`config.mk`:
```
export PLATFORM = sky130hd
export DESIGN_NAME = tinyml_frame_ctrl_flat
export DESIGN_NICKNAME = d
export VERILOG_FILES = /design/src/rtl/tinyml_frame_ctrl_pkg.sv /design/src/rtl/tinyml_frame_ctrl_if.sv /design/src/rtl/tinyml_timeout_cnt.sv /design/src/rtl/tinyml_frame_ctrl.sv /design/src/flat_wrapper.sv
export SDC_FILE = /design/constraint.sdc
export NUM_CORES = 1
export LEC_CHECK = 0
export CELL_PAD_IN_SITES_DETAIL_PLACEMENT = 2
export CELL_PAD_IN_SITES_GLOBAL_PLACEMENT = 2
export CORE_AREA = 5 5 96 98
export CTS_CLUSTER_SIZE = 8
export DETAILED_ROUTE_END_ITERATION = 6
export DIE_AREA = 0 0 101 103
export GPL_TIMING_DRIVEN = 0
export PLACE_DENSITY_LB_ADDON = 0.1
export SLEW_MARGIN = 20
export SYNTH_ARGS = -nofsm -noshare
export SYNTH_HDL_FRONTEND = slang
export SYNTH_SLANG_ARGS = --single-unit
```
`constraint.sdc`:
```
create_clock -name clk -period 2.8 [get_ports clk]
set_input_delay 0.42 -clock clk [delete_from_list [all_inputs] [get_ports clk]]
set_output_delay 0.42 -clock clk [all_outputs]
set_load 0.1 [all_outputs]
```
`src/rtl/tinyml_frame_ctrl_pkg.sv`:
```
// Shared types and sizing helpers for the TinyML frame controller.
// Default geometry matches the 540x540 camera feeding a 96x96 packed output.
package tinyml_ctrl_pkg;

    typedef enum logic [2:0] {
        ST_IDLE,
        ST_FLUSH,
        ST_WAIT_SOF,
        ST_RUN,
        ST_DRAIN,
        ST_DONE
    } state_e;

    localparam int DEF_FRAME_WIDTH   = 540;
    localparam int DEF_FRAME_HEIGHT  = 540;
    localparam int DEF_OUT_WORDS     = 2304;
    localparam int DEF_FLUSH_CYCLES  = 4;
    localparam int DEF_DRAIN_TIMEOUT = 1024;

    // Bits needed to hold 0..max_val, never less than one.
    function automatic int cnt_w(input int max_val);
        return (max_val < 1) ? 1 : $clog2(max_val + 1);
    endfunction

    function automatic int max_int(input int a, input int b);
        return (a > b) ? a : b;
    endfunction

endpackage

```
`src/rtl/tinyml_frame_ctrl_if.sv`:
```
// Camera-side strobes and pipeline-side control between the sequencer and the pipeline.
// Pixel data never passes through here; only valids and the pipeline reset.
interface tinyml_frame_ctrl_if;
    logic cam_sof;
    logic cam_pixel_valid;
    logic pipe_out_valid;
    logic pipe_rst;
    logic pipe_pixel_valid;

    modport master (
        input  cam_sof, cam_pixel_valid, pipe_out_valid,
        output pipe_rst, pipe_pixel_valid
    );

    modport slave (
        output cam_sof, cam_pixel_valid, pipe_out_valid,
        input  pipe_rst, pipe_pixel_valid
    );
endinterface

```
`src/rtl/tinyml_timeout_cnt.sv`:
```
// Loadable down-counter; expired is high while the count sits at zero.
// Shared by the flush hold time and the drain watchdog.
module tinyml_timeout_cnt #(
    parameter int WIDTH = 4
) (
    input  logic             clk,
    input  logic             rst,
    input  logic             load,
    input  logic [WIDTH-1:0] load_val,
    input  logic             en,
    output logic             expired
);
    logic [WIDTH-1:0] cnt;

    always_ff @(posedge clk) begin
        if (rst)                   cnt <= '0;
        else if (load)             cnt <= load_val;
        else if (en && cnt != '0)  cnt <= cnt - 1'b1;
    end

    assign expired = (cnt == '0);
endmodule

```
`src/rtl/tinyml_frame_ctrl.sv`:
```
// Frame sequencer: flushes the pipeline, gates exactly one frame of pixel
// valids into it, counts packed output words and reports done/error.
module tinyml_frame_ctrl
    import tinyml_ctrl_pkg::*;
#(
    parameter int FRAME_WIDTH   = DEF_FRAME_WIDTH,
    parameter int FRAME_HEIGHT  = DEF_FRAME_HEIGHT,
    parameter int OUT_WORDS     = DEF_OUT_WORDS,
    parameter int FLUSH_CYCLES  = DEF_FLUSH_CYCLES,
    parameter int DRAIN_TIMEOUT = DEF_DRAIN_TIMEOUT
) (
    input  logic                                         clk,
    input  logic                                         rst,
    input  logic                                         start,
    input  logic                                         abort,
    tinyml_frame_ctrl_if.master                          bus,
    output logic                                         busy,
    output logic                                         done,
    output logic                                         error,
    output logic [$clog2(FRAME_WIDTH*FRAME_HEIGHT+1)-1:0] in_pix_cnt,
    output logic [$clog2(OUT_WORDS+2)-1:0]               out_word_cnt
);
    localparam int IN_PIXELS = FRAME_WIDTH * FRAME_HEIGHT;
    localparam int PIX_W     = $clog2(IN_PIXELS + 1);
    localparam int WRD_W     = $clog2(OUT_WORDS + 2);
    localparam int TMR_W     = cnt_w(max_int(FLUSH_CYCLES, DRAIN_TIMEOUT));

    state_e             state, state_nxt;
    logic               accept, fwd, err_set, pix_last;
    logic               tmr_load, tmr_en, tmr_expired;
    logic [TMR_W-1:0]   tmr_val;
    logic               wrd_en;
    logic [WRD_W-1:0]   wrd_nxt;

    tinyml_timeout_cnt #(.WIDTH(TMR_W)) u_timer (
        .clk      (clk),
        .rst      (rst),
        .load     (tmr_load),
        .load_val (tmr_val),
        .en       (tmr_en),
        .expired  (tmr_expired)
    );

    assign tmr_en   = (state == ST_FLUSH) || (state == ST_DRAIN);
    assign accept   = (state == ST_IDLE) && start;
    assign pix_last = (in_pix_cnt == PIX_W'(IN_PIXELS - 1));

    always_ff @(posedge clk) begin
        if (rst) state <= ST_IDLE;
        else     state <= state_nxt;
    end

    always_comb begin
        state_nxt = state;
        fwd       = 1'b0;
        err_set   = 1'b0;
        tmr_load  = 1'b0;
        tmr_val   = '0;
        case (state)
            ST_IDLE: begin
                // Flush length counts down to zero, so load one less than the hold time.
                if (start) begin
                    state_nxt = ST_FLUSH;
                    tmr_load  = 1'b1;
                    tmr_val   = TMR_W'(FLUSH_CYCLES - 1);
                end
            end
            ST_FLUSH: begin
                if (abort) begin
                    err_set   = 1'b1;
                    state_nxt = ST_DONE;
                end else if (tmr_expired) begin
                    state_nxt = ST_WAIT_SOF;
                end
            end
            ST_WAIT_SOF: begin
                if (abort) begin
                    err_set   = 1'b1;
                    state_nxt = ST_DONE;
                end else if (bus.cam_pixel_valid && bus.cam_sof) begin
                    fwd       = 1'b1;
                    state_nxt = ST_RUN;
                    if (pix_last) begin
                        state_nxt = ST_DRAIN;
                        tmr_load  = 1'b1;
                        tmr_val   = TMR_W'(DRAIN_TIMEOUT - 1);
                    end
                end
            end
            ST_RUN: begin
                if (abort) begin
                    err_set   = 1'b1;
                    state_nxt = ST_DONE;
                end else if (bus.cam_pixel_valid) begin
                    if (bus.cam_sof) begin
                        err_set   = 1'b1;
                        state_nxt = ST_DONE;
                    end else begin
                        fwd = 1'b1;
                        if (pix_last) begin
                            state_nxt = ST_DRAIN;
                            tmr_load  = 1'b1;
                            tmr_val   = TMR_W'(DRAIN_TIMEOUT - 1);
                        end
                    end
                end
            end
            ST_DRAIN: begin
                if (abort) begin
                    err_set   = 1'b1;
                    state_nxt = ST_DONE;
                end else if (out_word_cnt == WRD_W'(OUT_WORDS)) begin
                    state_nxt = ST_DONE;
                end else if (tmr_expired) begin
                    err_set   = 1'b1;
                    state_nxt = ST_DONE;
                end
            end
            ST_DONE:  state_nxt = ST_IDLE;
            default:  state_nxt = ST_IDLE;
        endcase
    end

    always_comb begin
        wrd_en  = ((state == ST_RUN) || (state == ST_DRAIN)) && bus.pipe_out_valid &&
                  (out_word_cnt != WRD_W'(OUT_WORDS + 1));
        wrd_nxt = wrd_en ? out_word_cnt + 1'b1 : out_word_cnt;
    end

    // The final word-count verdict is folded in on entry to DONE so it lines up with done.
    always_ff @(posedge clk) begin
        if (rst) begin
            in_pix_cnt   <= '0;
            out_word_cnt <= '0;
            error        <= 1'b0;
        end else if (accept) begin
            in_pix_cnt   <= '0;
            out_word_cnt <= '0;
            error        <= 1'b0;
        end else begin
            if (fwd) in_pix_cnt <= in_pix_cnt + 1'b1;
            out_word_cnt <= wrd_nxt;
            if (err_set || (wrd_nxt == WRD_W'(OUT_WORDS + 1)) ||
                ((state_nxt == ST_DONE) && (wrd_nxt != WRD_W'(OUT_WORDS))))
                error <= 1'b1;
        end
    end

    assign busy                 = (state != ST_IDLE);
    assign done                 = (state == ST_DONE);
    assign bus.pipe_rst         = (state == ST_FLUSH);
    assign bus.pipe_pixel_valid = fwd && !rst;
endmodule

```
`src/flat_wrapper.sv`:
```
// flat-port wrapper written by rule: the top's interface ports become plain ports
module tinyml_frame_ctrl_flat import tinyml_ctrl_pkg::*;
#(
    parameter int FRAME_WIDTH   = DEF_FRAME_WIDTH,
    parameter int FRAME_HEIGHT  = DEF_FRAME_HEIGHT,
    parameter int OUT_WORDS     = DEF_OUT_WORDS,
    parameter int FLUSH_CYCLES  = DEF_FLUSH_CYCLES,
    parameter int DRAIN_TIMEOUT = DEF_DRAIN_TIMEOUT
)
  (clk, rst, start, abort, busy, done, error, in_pix_cnt, out_word_cnt, bus_cam_sof, bus_cam_pixel_valid, bus_pipe_out_valid, bus_pipe_rst, bus_pipe_pixel_valid);
  tinyml_frame_ctrl_if bus_i ();
  input  logic clk;
  input  logic rst;
  input  logic start;
  input  logic abort;
  output logic busy;
  output logic done;
  output logic error;
  output logic [$clog2(FRAME_WIDTH*FRAME_HEIGHT+1)-1:0] in_pix_cnt;
  output logic [$clog2(OUT_WORDS+2)-1:0] out_word_cnt;
  input wire logic [$bits(bus_i.cam_sof)-1:0] bus_cam_sof;
  input wire logic [$bits(bus_i.cam_pixel_valid)-1:0] bus_cam_pixel_valid;
  input wire logic [$bits(bus_i.pipe_out_valid)-1:0] bus_pipe_out_valid;
  output wire logic [$bits(bus_i.pipe_rst)-1:0] bus_pipe_rst;
  output wire logic [$bits(bus_i.pipe_pixel_valid)-1:0] bus_pipe_pixel_valid;
  assign bus_i.cam_sof = bus_cam_sof;
  assign bus_i.cam_pixel_valid = bus_cam_pixel_valid;
  assign bus_i.pipe_out_valid = bus_pipe_out_valid;
  assign bus_pipe_rst = bus_i.pipe_rst;
  assign bus_pipe_pixel_valid = bus_i.pipe_pixel_valid;
  tinyml_frame_ctrl #(.FRAME_WIDTH(FRAME_WIDTH), .FRAME_HEIGHT(FRAME_HEIGHT), .OUT_WORDS(OUT_WORDS), .FLUSH_CYCLES(FLUSH_CYCLES), .DRAIN_TIMEOUT(DRAIN_TIMEOUT)) u_core (.clk(clk), .rst(rst), .start(start), .abort(abort), .bus(bus_i), .busy(busy), .done(done), .error(error), .in_pix_cnt(in_pix_cnt), .out_word_cnt(out_word_cnt));
endmodule
```
# == After elaboration in Yosys (flattened, before gate mapping) ==
# Index checks and enable logic that the tools add are counted.
# word_totals
ff_bits,46
elab_cells,85
out_inout_bits,36
input_bits,7
# classes
n_eq_ne,11
add_sub_neg,3
muxes,47
n_reduce_logical,19
# ops
op,n
two-way mux 11 bit,7
two-way mux 3 bit,13
one-hot mux 11 bit (3 select lines),1
"equality test 12 bit, second input constant",2
"inequality test 12 bit, second input constant",2
"adder 19 x 1 -> 19 bit, second input constant",1
"equality test 19 bit, second input constant",1
two-way mux 1 bit,19
one-hot mux 3 bit (5 select lines),1
"adder 12 x 1 -> 12 bit, second input constant",1
two-way mux 12 bit,1
logical NOT 11 bit,1
nonzero test 11 bit,1
"subtractor 11 x 1 -> 11 bit, second input constant",1
two-way mux 10 bit,1
"equality test 3 bit, second input constant",3
logical AND 1 bit,7
"equality test 3 x 2 -> 1 bit, second input constant",2
one-hot mux 1 bit (3 select lines),2
logical OR 1 bit,4
OR reduction 2 bit,2
"equality test 3 x 1 -> 1 bit, second input constant",1
logical NOT 3 bit,1
nonzero test 3 bit,1
other kinds (4),4

# == Depth between registers and ports, before layout ==
# Gate-level depths: netlist of the first run.
# depth
depth_word,9
mapped_depth,9

# == By module ==
# Synthesis of the first run repeated with hierarchy kept, for this count alone.
# unflattened
hier_cells,338
hier_area_um2,2778.9
# by_module_without_submodules
module,cells_per_inst,n_inst,seq_area_each_um2,area_per_inst_um2
tinyml_frame_ctrl,261,1,700.7,2104.5
tinyml_timeout_cnt,77,1,220.2,674.4

# == Worst setup path after synthesis of the first run ==
# Ideal clock, no wire load.
# synth_path
kind,reg2reg
start,register u_core.state[0]
end,register u_core.u_timer.cnt[8]
path_buffers,1
arrival_time_ns,4.041
slack_ns,-1.375
stages_incl_launch_ff,9
t_required_ns,2.666
cell_sequence,dfxtp_1 -> clkbuf_1 -> nor3b_1 -> nor2_1 -> nor2_1 -> nand4b_1 -> nor4_1 -> xnor2_1 -> o22ai_1
# synth_between
elab_chain_cells,4
elab_cells_between_ends,11
classes_between,4 x eq/ne; 3 x mux; 4 x reduce/logical
# synth_rtl
item,line_no,text
start: declaration,tinyml_frame_ctrl.sv:28,"state_e state, state_nxt;"
start signal: assignment,tinyml_frame_ctrl.sv:50,else state <= state_nxt;
equality test 3 x 1 -> 1 bit,n/a,
named net bus_pipe_rst,flat_wrapper.sv:24,output wire logic [$bits(bus_i.pipe_rst)-1:0] bus_pipe_rst;
logical OR 1 bit,tinyml_frame_ctrl.sv:44,assign tmr_en = (state == ST_FLUSH) || (state == ST_DRAIN);
logical AND 1 bit,tinyml_timeout_cnt.sv:18,else if (en && cnt != '0) cnt <= cnt - 1'b1;
nonzero test 2 bit (no line),n/a,
end signal: assignment,tinyml_timeout_cnt.sv:17,else if (load) cnt <= load_val;
end signal: assignment,tinyml_timeout_cnt.sv:18,
end: declaration,tinyml_timeout_cnt.sv:13,logic [WIDTH-1:0] cnt;
# The timed path passes the listed nets, and every way through them passes these cells.
# A chain may end at the register's enable or synchronous reset.

# == Worst setup path after layout of the first run ==
# layout_path
start,input port bus_cam_pixel_valid
end,output port bus_pipe_pixel_valid
# layout_between
elab_chain_cells,5
elab_cells_between_ends,7
classes_between,5 x mux; 2 x reduce/logical
# layout_rtl
item,line_no,text
start: declaration,flat_wrapper.sv:22,input wire logic [$bits(bus_i.cam_pixel_valid)-1:0] bus_cam_pixel_valid;
logical AND 1 bit,tinyml_frame_ctrl.sv:80,end else if (bus.cam_pixel_valid && bus.cam_sof) begin
two-way mux 1 bit,tinyml_frame_ctrl.sv:80,
two-way mux 1 bit,tinyml_frame_ctrl.sv:77,if (abort) begin
one-hot mux 1 bit (2 select lines) (*),tinyml_frame_ctrl.sv:59,case (state)
logical AND 1 bit (*),tinyml_frame_ctrl.sv:152,assign bus.pipe_pixel_valid = fwd && !rst;
end: declaration,flat_wrapper.sv:25,output wire logic [$bits(bus_i.pipe_pixel_valid)-1:0] bus_pipe_pixel_valid;
# Every way passes the cells marked *; elsewhere a longest branch is shown, timed or not.

==> impl_metrics.csv, run 1 <==
group,metric,value,unit
clocking,clkLatencyLatePin,0.31,ns
placement,hpwl,5.51,mm
floorplanning,core_area,0.00838,mm2
clocking,cts_sinks,46,
pwr,irDropWorstVdd,0.000423,V
outcome,outcome,"completed",
synth,ys_seq_area_share,36.8,%
worst_setup_path,cp_slowest_cell,"clkdlybuf4s50_1",
floorplanning,rows,34,
synth,synth_cell_types,47,
placement,placedInstanceArea,0.00306,mm2
worst_setup_path,worstSetupStartpointType,"input port",
synth,ys.warnings.count,0,
sta,setup_viol,0,
finish,area_growth,28.9,%
clocking,cts_max_level,2,
clocking,ctsRootBufferMaster,"clkbuf_8",
sta,period_minus_slack,2.64,ns
sta,fin_skew,0.0115,ns
synth,ys.flop_type,"dfxtp_1",
finish,drive_gt1_share,8.15,%
worst_setup_path,path_class,"input port to output port",
clocking,clockBufferDepth,2,
detailed_routing,ant_nets,0,
placement,io_buffers,41,
sta,worst_slack,0.156,ns
sta,whs,0.518,ns
global_routing,antenna_found_initial,0,
sta,tightest_slew,0.991,ns
global_routing,overflow,0,
floorplanning,ios,43,
detailed_routing,drcViolationCount,0,
sta,maxSlewHeadroom,33.7,%
global_routing,grt_max_degree,15,
worst_setup_path,path_max_fanout,6,
placement,place.gp.congestion,0.773,
sta,slew_viol_final,0,
worst_setup_path,crit_required,2.38,ns
detailed_routing,first_iter_violations,57,
pwr,p_per_area,674,mW/mm2
worst_setup_path,cp.arrival,2.22,ns
finish,nets,367,
floorplanning,die_h,103,um
flow_run,max_cap_viol_count,0,
sta,rsz0062_at_grt,"no",
finish,seqCellArea,921,um2
global_routing,grt_usage,14.6,%
worst_setup_path,critical_path.max_stage_delay,0.59,ns
global_routing,grt_pass1_vias,2485,
placement,place_ws,-0.941,ns
clocking,cts_tree,"done",
finish,finish.utilization,38.5,%
floorplanning,die_area,0.0104,mm2
clocking,clk_pin_slew,0.09,ns
detailed_routing,vias,2367,
detailed_routing,routed_wl,7.29,mm
synth,syn_area_per_cell,8.26,um2
finish,diodes,0,
floorplanning,die_w,101,um
floorplanning,start_util,29.9,%
synth,synth_seq_cells,46,
global_routing,grt_pass1_wl,12.2,mm
finish,multiInputGateArea,0.00154,mm2
clocking,cts_hold_buf,0,
hold_path,min_path_type,"flop to flop",
sta,max_freq,378,MHz
sta,fin_crit_sh,94.4,%
pwr,p_leak,0.00110,uW
synth,ys_async_sr_fraction,0,%
sta,hold_violations,0,
detailed_routing,viasPerCell,5.10,
finish,final_cell_area,0.00323,mm2
detailed_routing,wire_per_inst,15.7,um
clocking,cts-buffers-inserted,5,
finish,fillCellCount,963,
worst_setup_path,end_kind,"output port",
worst_setup_path,crit_chain,"clkdlybuf4s50_1, nand2_1, nor4_4, nor2b_2, clkdlybuf4s18_2",
synth,syn-num-nets,315,
synth,synth_area,0.00250,mm2
detailed_routing,firstDrtPassIters,4,
synth,postSynthCellCount,303,
synth,synth_edf_count,0,
-- sequential cells by signal, indices dropped and copies added, names as in the netlist --
register,flops
u_core.error,1
u_core.in_pix_cnt,19
u_core.out_word_cnt,12
u_core.state,3
u_core.u_timer.cnt,11
-- power breakdown --
| part | switching, uW | leakage [uW] | internal [uW] |
|---|---|---|---|
| registers | 71.6 | 0.000372 | 722 |
| logic | 562 | 0.000680 | 309 |
| clock network | 243 | 0.0000514 | 267 |
| total | 877 | 0.00110 | 1300 |
-- critical path: cells and delay by family --
| kind | cells | cell delay [ns] |
|---|---|---|
| simple gates | 3 | 0.67 |
| buf+inv | 2 | 1.13 |
-- final cells by class --
class                           instances  share of cell area [%]
Timing Repair Buffer                   45                    13.4
Inverter                                9                    1.05
Tap cell                              108                    4.19
Multi-Input combinational cell        234                    47.7
Buffer                                 14                    1.74
Clock inverter                          2                    1.16
Sequential cell                        46                    28.5
Clock buffer                            6                    2.25
-- per-layer routing --
| layer | track usage, % | up-vias | share of wire (%) | wire length, um |
|---|---|---|---|---|
| met3 | 2.77 | 5 | 3.0 | 220 |
| li1 | - | 1171 | - | - |
| met1 | 19.1 | 1155 | 48 | 3470 |
| met5 | 0 | - | 0 | 0 |
| met4 | 3.68 | 0 | 1.1 | 78 |
| met2 | 25.0 | 36 | 48 | 3520 |
-- final timing paths --
check,startpoint,end,slack (ns),cells past startpoint
max,bus_cam_pixel_valid,bus_pipe_pixel_valid,0.16,5
min reg2reg,u_core.u_timer.cnt[10]$_SDFFE_PP0P_,u_core.u_timer.cnt[10]$_SDFFE_PP0P_,0.52,2
min,u_core.u_timer.cnt[10]$_SDFFE_PP0P_,u_core.u_timer.cnt[10]$_SDFFE_PP0P_,0.52,2
max reg2reg,u_core.state[2]$_SDFF_PP0_,u_core.error$_SDFFE_PP0P_,0.20,8
-- Yosys cell counts (5+ instances only) --
cell | count | area [um2]
dfxtp_1 | 46 | 921
nor2_1 | 41 | 154
nand2_1 | 28 | 105
xor2_1 | 20 | 175
xnor2_1 | 17 | 149
a21oi_1 | 16 | 80.1
clkbuf_1 | 12 | 45.0
nand4_1 | 10 | 62.6
and3_1 | 9 | 56.3
inv_1 | 9 | 33.8
o21ai_0 | 7 | 35.0
or3_1 | 7 | 43.8
nand3_1 | 6 | 30.0
nor3_1 | 6 | 30.0
ha_1 | 5 | 62.6
nor4_1 | 5 | 31.3
-- cell usage in the layout (no fill, tap or decap), types with 2 or more instances in the layout --
cell type	synthesis	routed
dfxtp_1	46	46
nor2_1	41	40
clkdlybuf4s50_1	0	37
nand2_1	28	28
xor2_1	20	20
xnor2_1	17	17
a21oi_1	16	16
clkbuf_1	12	12
nand4_1	10	10
inv_1	9	9
and3_1	9	9
o21ai_0	7	7
or3_1	7	7
nand3_1	6	6
nor3_1	6	5
ha_1	5	5
clkbuf_8	0	5
nor4_1	5	4
nand2b_1	4	4
o22ai_1	4	4
a31oi_1	4	4
mux2i_1	4	4
buf_4	0	4
nand4b_1	3	3
and4_1	3	3
nor2b_1	4	3
buf_2	2	2
nor4_4	0	2
nor4bb_1	2	2
or4_1	2	2
nor3b_1	3	2
a21o_1	2	2
a211oi_1	2	2
nor4b_1	2	2
clkbuf_2	0	2
dlygate4sd2_1	0	2
-- cells by family (layout without fill, tap and decap cells) --
kind of cell             count (synthesis)  in the layout  share of synthesized area, %
AO/OA/AOI/OAI                           43             43                          11.1
XOR/XNOR                                37             37                          12.9
buffers and inverters                   23             76                          3.55
multiplexers                             5              5                          2.05
adder cells (fa/ha/maj)                  6              6                          2.90
AND/OR/NAND/NOR                        143            143                          30.6
flip-flops                              46             46                          36.8
-- through the flow --
stage | setup TNS, ns | instances | total power (uW)
final | 0 | 464 | 2170
after global routing | 0 | 464 | 2330
after CTS | -0.0844 | 460 | 2180
after detailed placement | -3.36 | 452 | 1660
after global placement | -3.13 | 452 | 1640
after floorplan | 0 | 303 | 1450
-- repair_timing --
item	CTS	global route
gates resized for setup	8	8
endpoints found under the setup margin	6	14
cloned	0	0
buffers inserted	0	4
pin swaps	0	1
Note: power is estimated with default switching activity, not from simulation.
==> run 2: changes to the inputs <==
--- a/config.mk
+++ b/config.mk
@@ -13,6 +13,7 @@
 export DIE_AREA = 0 0 101 103
 export GPL_TIMING_DRIVEN = 0
 export PLACE_DENSITY_LB_ADDON = 0.1
+export SETUP_SLACK_MARGIN = 0.15
 export SLEW_MARGIN = 20
 export SYNTH_ARGS = -nofsm -noshare
 export SYNTH_HDL_FRONTEND = slang
==> run 2 against run 1 <==
  * Combinational power is 12% higher
  * Clock power is 22% higher
  * Via count is 0.38% lower
  * Sequential power hardly changed
  * Non-clock buffer count is 2 higher
  * Critical path type unchanged
==> impl_metrics.csv, run 2 (same netlist as run 1, synthesis figures left out) <==
group,metric,value,unit
pwr,switching_share,37.5,%
detailed_routing,routed_wl,7.48,mm
global_routing,antenna_found_initial,0,
clocking,cts_tree,"done",
sta,fin_crit_sh,91.2,%
floorplanning,ios,43,
placement,dpl.cell_count,452,
hold_path,min_path_type,"flop to flop",
placement,io_buffers,41,
sta,slew_viol_final,0,
outcome,outcome,"completed",
placement,hpwl,5.58,mm
pwr,power.total,2390,uW
clocking,clockBufferDepth,2,
sta,rsz0062_at_grt,"no",
finish,final_common_cell,"nor2_1",
detailed_routing,ant_nets,0,
finish,reg.largest.list,"u_core.in_pix_cnt x19, u_core.out_word_cnt x12, u_core.u_timer.cnt x11",
detailed_routing,firstDrtPassIters,4,
finish,area_growth,32.4,%
pwr,irDropWorstVdd,0.000651,V
clocking,cts_hold_buf,0,
flow_run,max_cap_viol_count,0,
pwr,comb_power_share,40.7,%
clocking,cts_max_level,2,
floorplanning,core_area,0.00838,mm2
sta,tightest_slew,0.995,ns
floorplanning,rows,34,
finish,largest-register,"u_core.in_pix_cnt",
worst_setup_path,crit_required,2.38,ns
sta,whs,0.536,ns
global_routing,grt_max_degree,15,
sta,maxSlewHeadroom,33.5,%
clocking,cts-buffers-inserted,5,
worst_setup_path,path_max_fanout,5,
clocking,clkLatencyLatePin,0.30,ns
finish,largest_reg_flops,19,
pwr,p_leak,0.00114,uW
clocking,ctsRootBufferMaster,"clkbuf_8",
sta,setup_viol,0,
sta,max_freq,392,MHz
worst_setup_path,cp.arrival,2.13,ns
finish,layout_common_cells,"40 x nor2_1, 37 x clkdlybuf4s50_1, 37 x dfxtp_1",
detailed_routing,drcViolationCount,0,
sta,period_minus_slack,2.55,ns
detailed_routing,first_iter_violations,53,
pwr,pwr-share-seq,33.3,%
pwr,internal-power,1490,uW
worst_setup_path,path_class,"input port to output port",
finish,final_cells,466,
pwr,clock_power_share,26.0,%
placement,place.gp.congestion,0.752,
detailed_routing,vias,2358,
global_routing,grt_usage,14.8,%
pwr,switchingPower,894,uW
floorplanning,die_w,101,um
detailed_routing,wire_per_inst,16.0,um
clocking,cts_sinks,46,
finish,drive_gt1_share,13.1,%
floorplanning,die_area,0.0104,mm2
detailed_routing,viasPerCell,5.06,
placement,placedInstanceArea,0.00307,mm2
global_routing,grt_pass1_wl,12.4,mm
finish,diodes,0,
global_routing,overflow,0,
global_routing,grt_pass1_vias,2500,
finish,final_cell_area,0.00331,mm2
sta,fin_skew,0.0105,ns
floorplanning,start_util,29.9,%
floorplanning,die_h,103,um
worst_setup_path,worstSetupStartpointType,"input port",
finish,nets,369,
sta,hold_violations,0,
pwr,p_per_area,720,mW/mm2
clocking,clk_pin_slew,0.10,ns
finish,finish.utilization,39.5,%
worst_setup_path,end_kind,"output port",
run 2: final cells by class:
class                   instances  area [um2]
inverters                       9        33.8
clock buffers                   6        82.6
fillers                       953        5070
multi-input cells             234        1560
plain buffers                  14        58.8
flip-flops and latches         46         932
clock inverters                 2        60.1
repair buffers                 47         454
well taps                     108         135
run 2: per-layer routing:
metal / vias up / global-route usage (%) / routed length [um]
li1: 1175 / - / -
met1: 1155 / 19.5 / 3650
met4: 0 / 2.76 / 34
met5: - / 0 / 0
met3: 2 / 3.11 / 186
met2: 26 / 25.4 / 3610
run 2: critical path, cell delays in order:
cell	delay (ns)
clkdlybuf4s50_1	0.57
xnor2_1	0.13
nor4_4	0.27
nor2b_2	0.18
clkdlybuf4s15_2	0.56
run 2: metrics by stage:
step	setup WS, ns	setup TNS (ns)
2_1_floorplan	0.156	0
3_3_place_gp	-0.968	-3.18
3_5_place_dp	-0.938	-3.20
4_1_cts	0.133	0
5_1_grt	0.147	0
6_report	0.247	0
run 2: final timing paths:
kind	slack, ns	startpoint	cells after the start	to
max	0.25	bus_cam_sof	5	bus_pipe_pixel_valid
max reg2reg	0.28	u_core.state[2]$_SDFF_PP0_	8	u_core.error$_SDFFE_PP0P_
min reg2reg	0.54	u_core.u_timer.cnt[10]$_SDFFE_PP0P_	2	u_core.u_timer.cnt[10]$_SDFFE_PP0P_
min	0.54	u_core.u_timer.cnt[10]$_SDFFE_PP0P_	2	u_core.u_timer.cnt[10]$_SDFFE_PP0P_
run 2: what timing repair did:
action / in CTS / in global routing
pin swaps: 1 / 4
buffers inserted: 2 / 4
resized for setup: 14 / 13
setup endpoints to repair: 11 / 35
run 2: power by group through the flow:
stage | registers, uW | clock network (uW) | logic, uW
final | 795 | 620 | 971
after global routing | 808 | 670 | 1080
after CTS | 795 | 640 | 888
after detailed placement | 806 | 0 | 865
after global placement | 803 | 0 | 844
after floorplan | 836 | 0 | 625
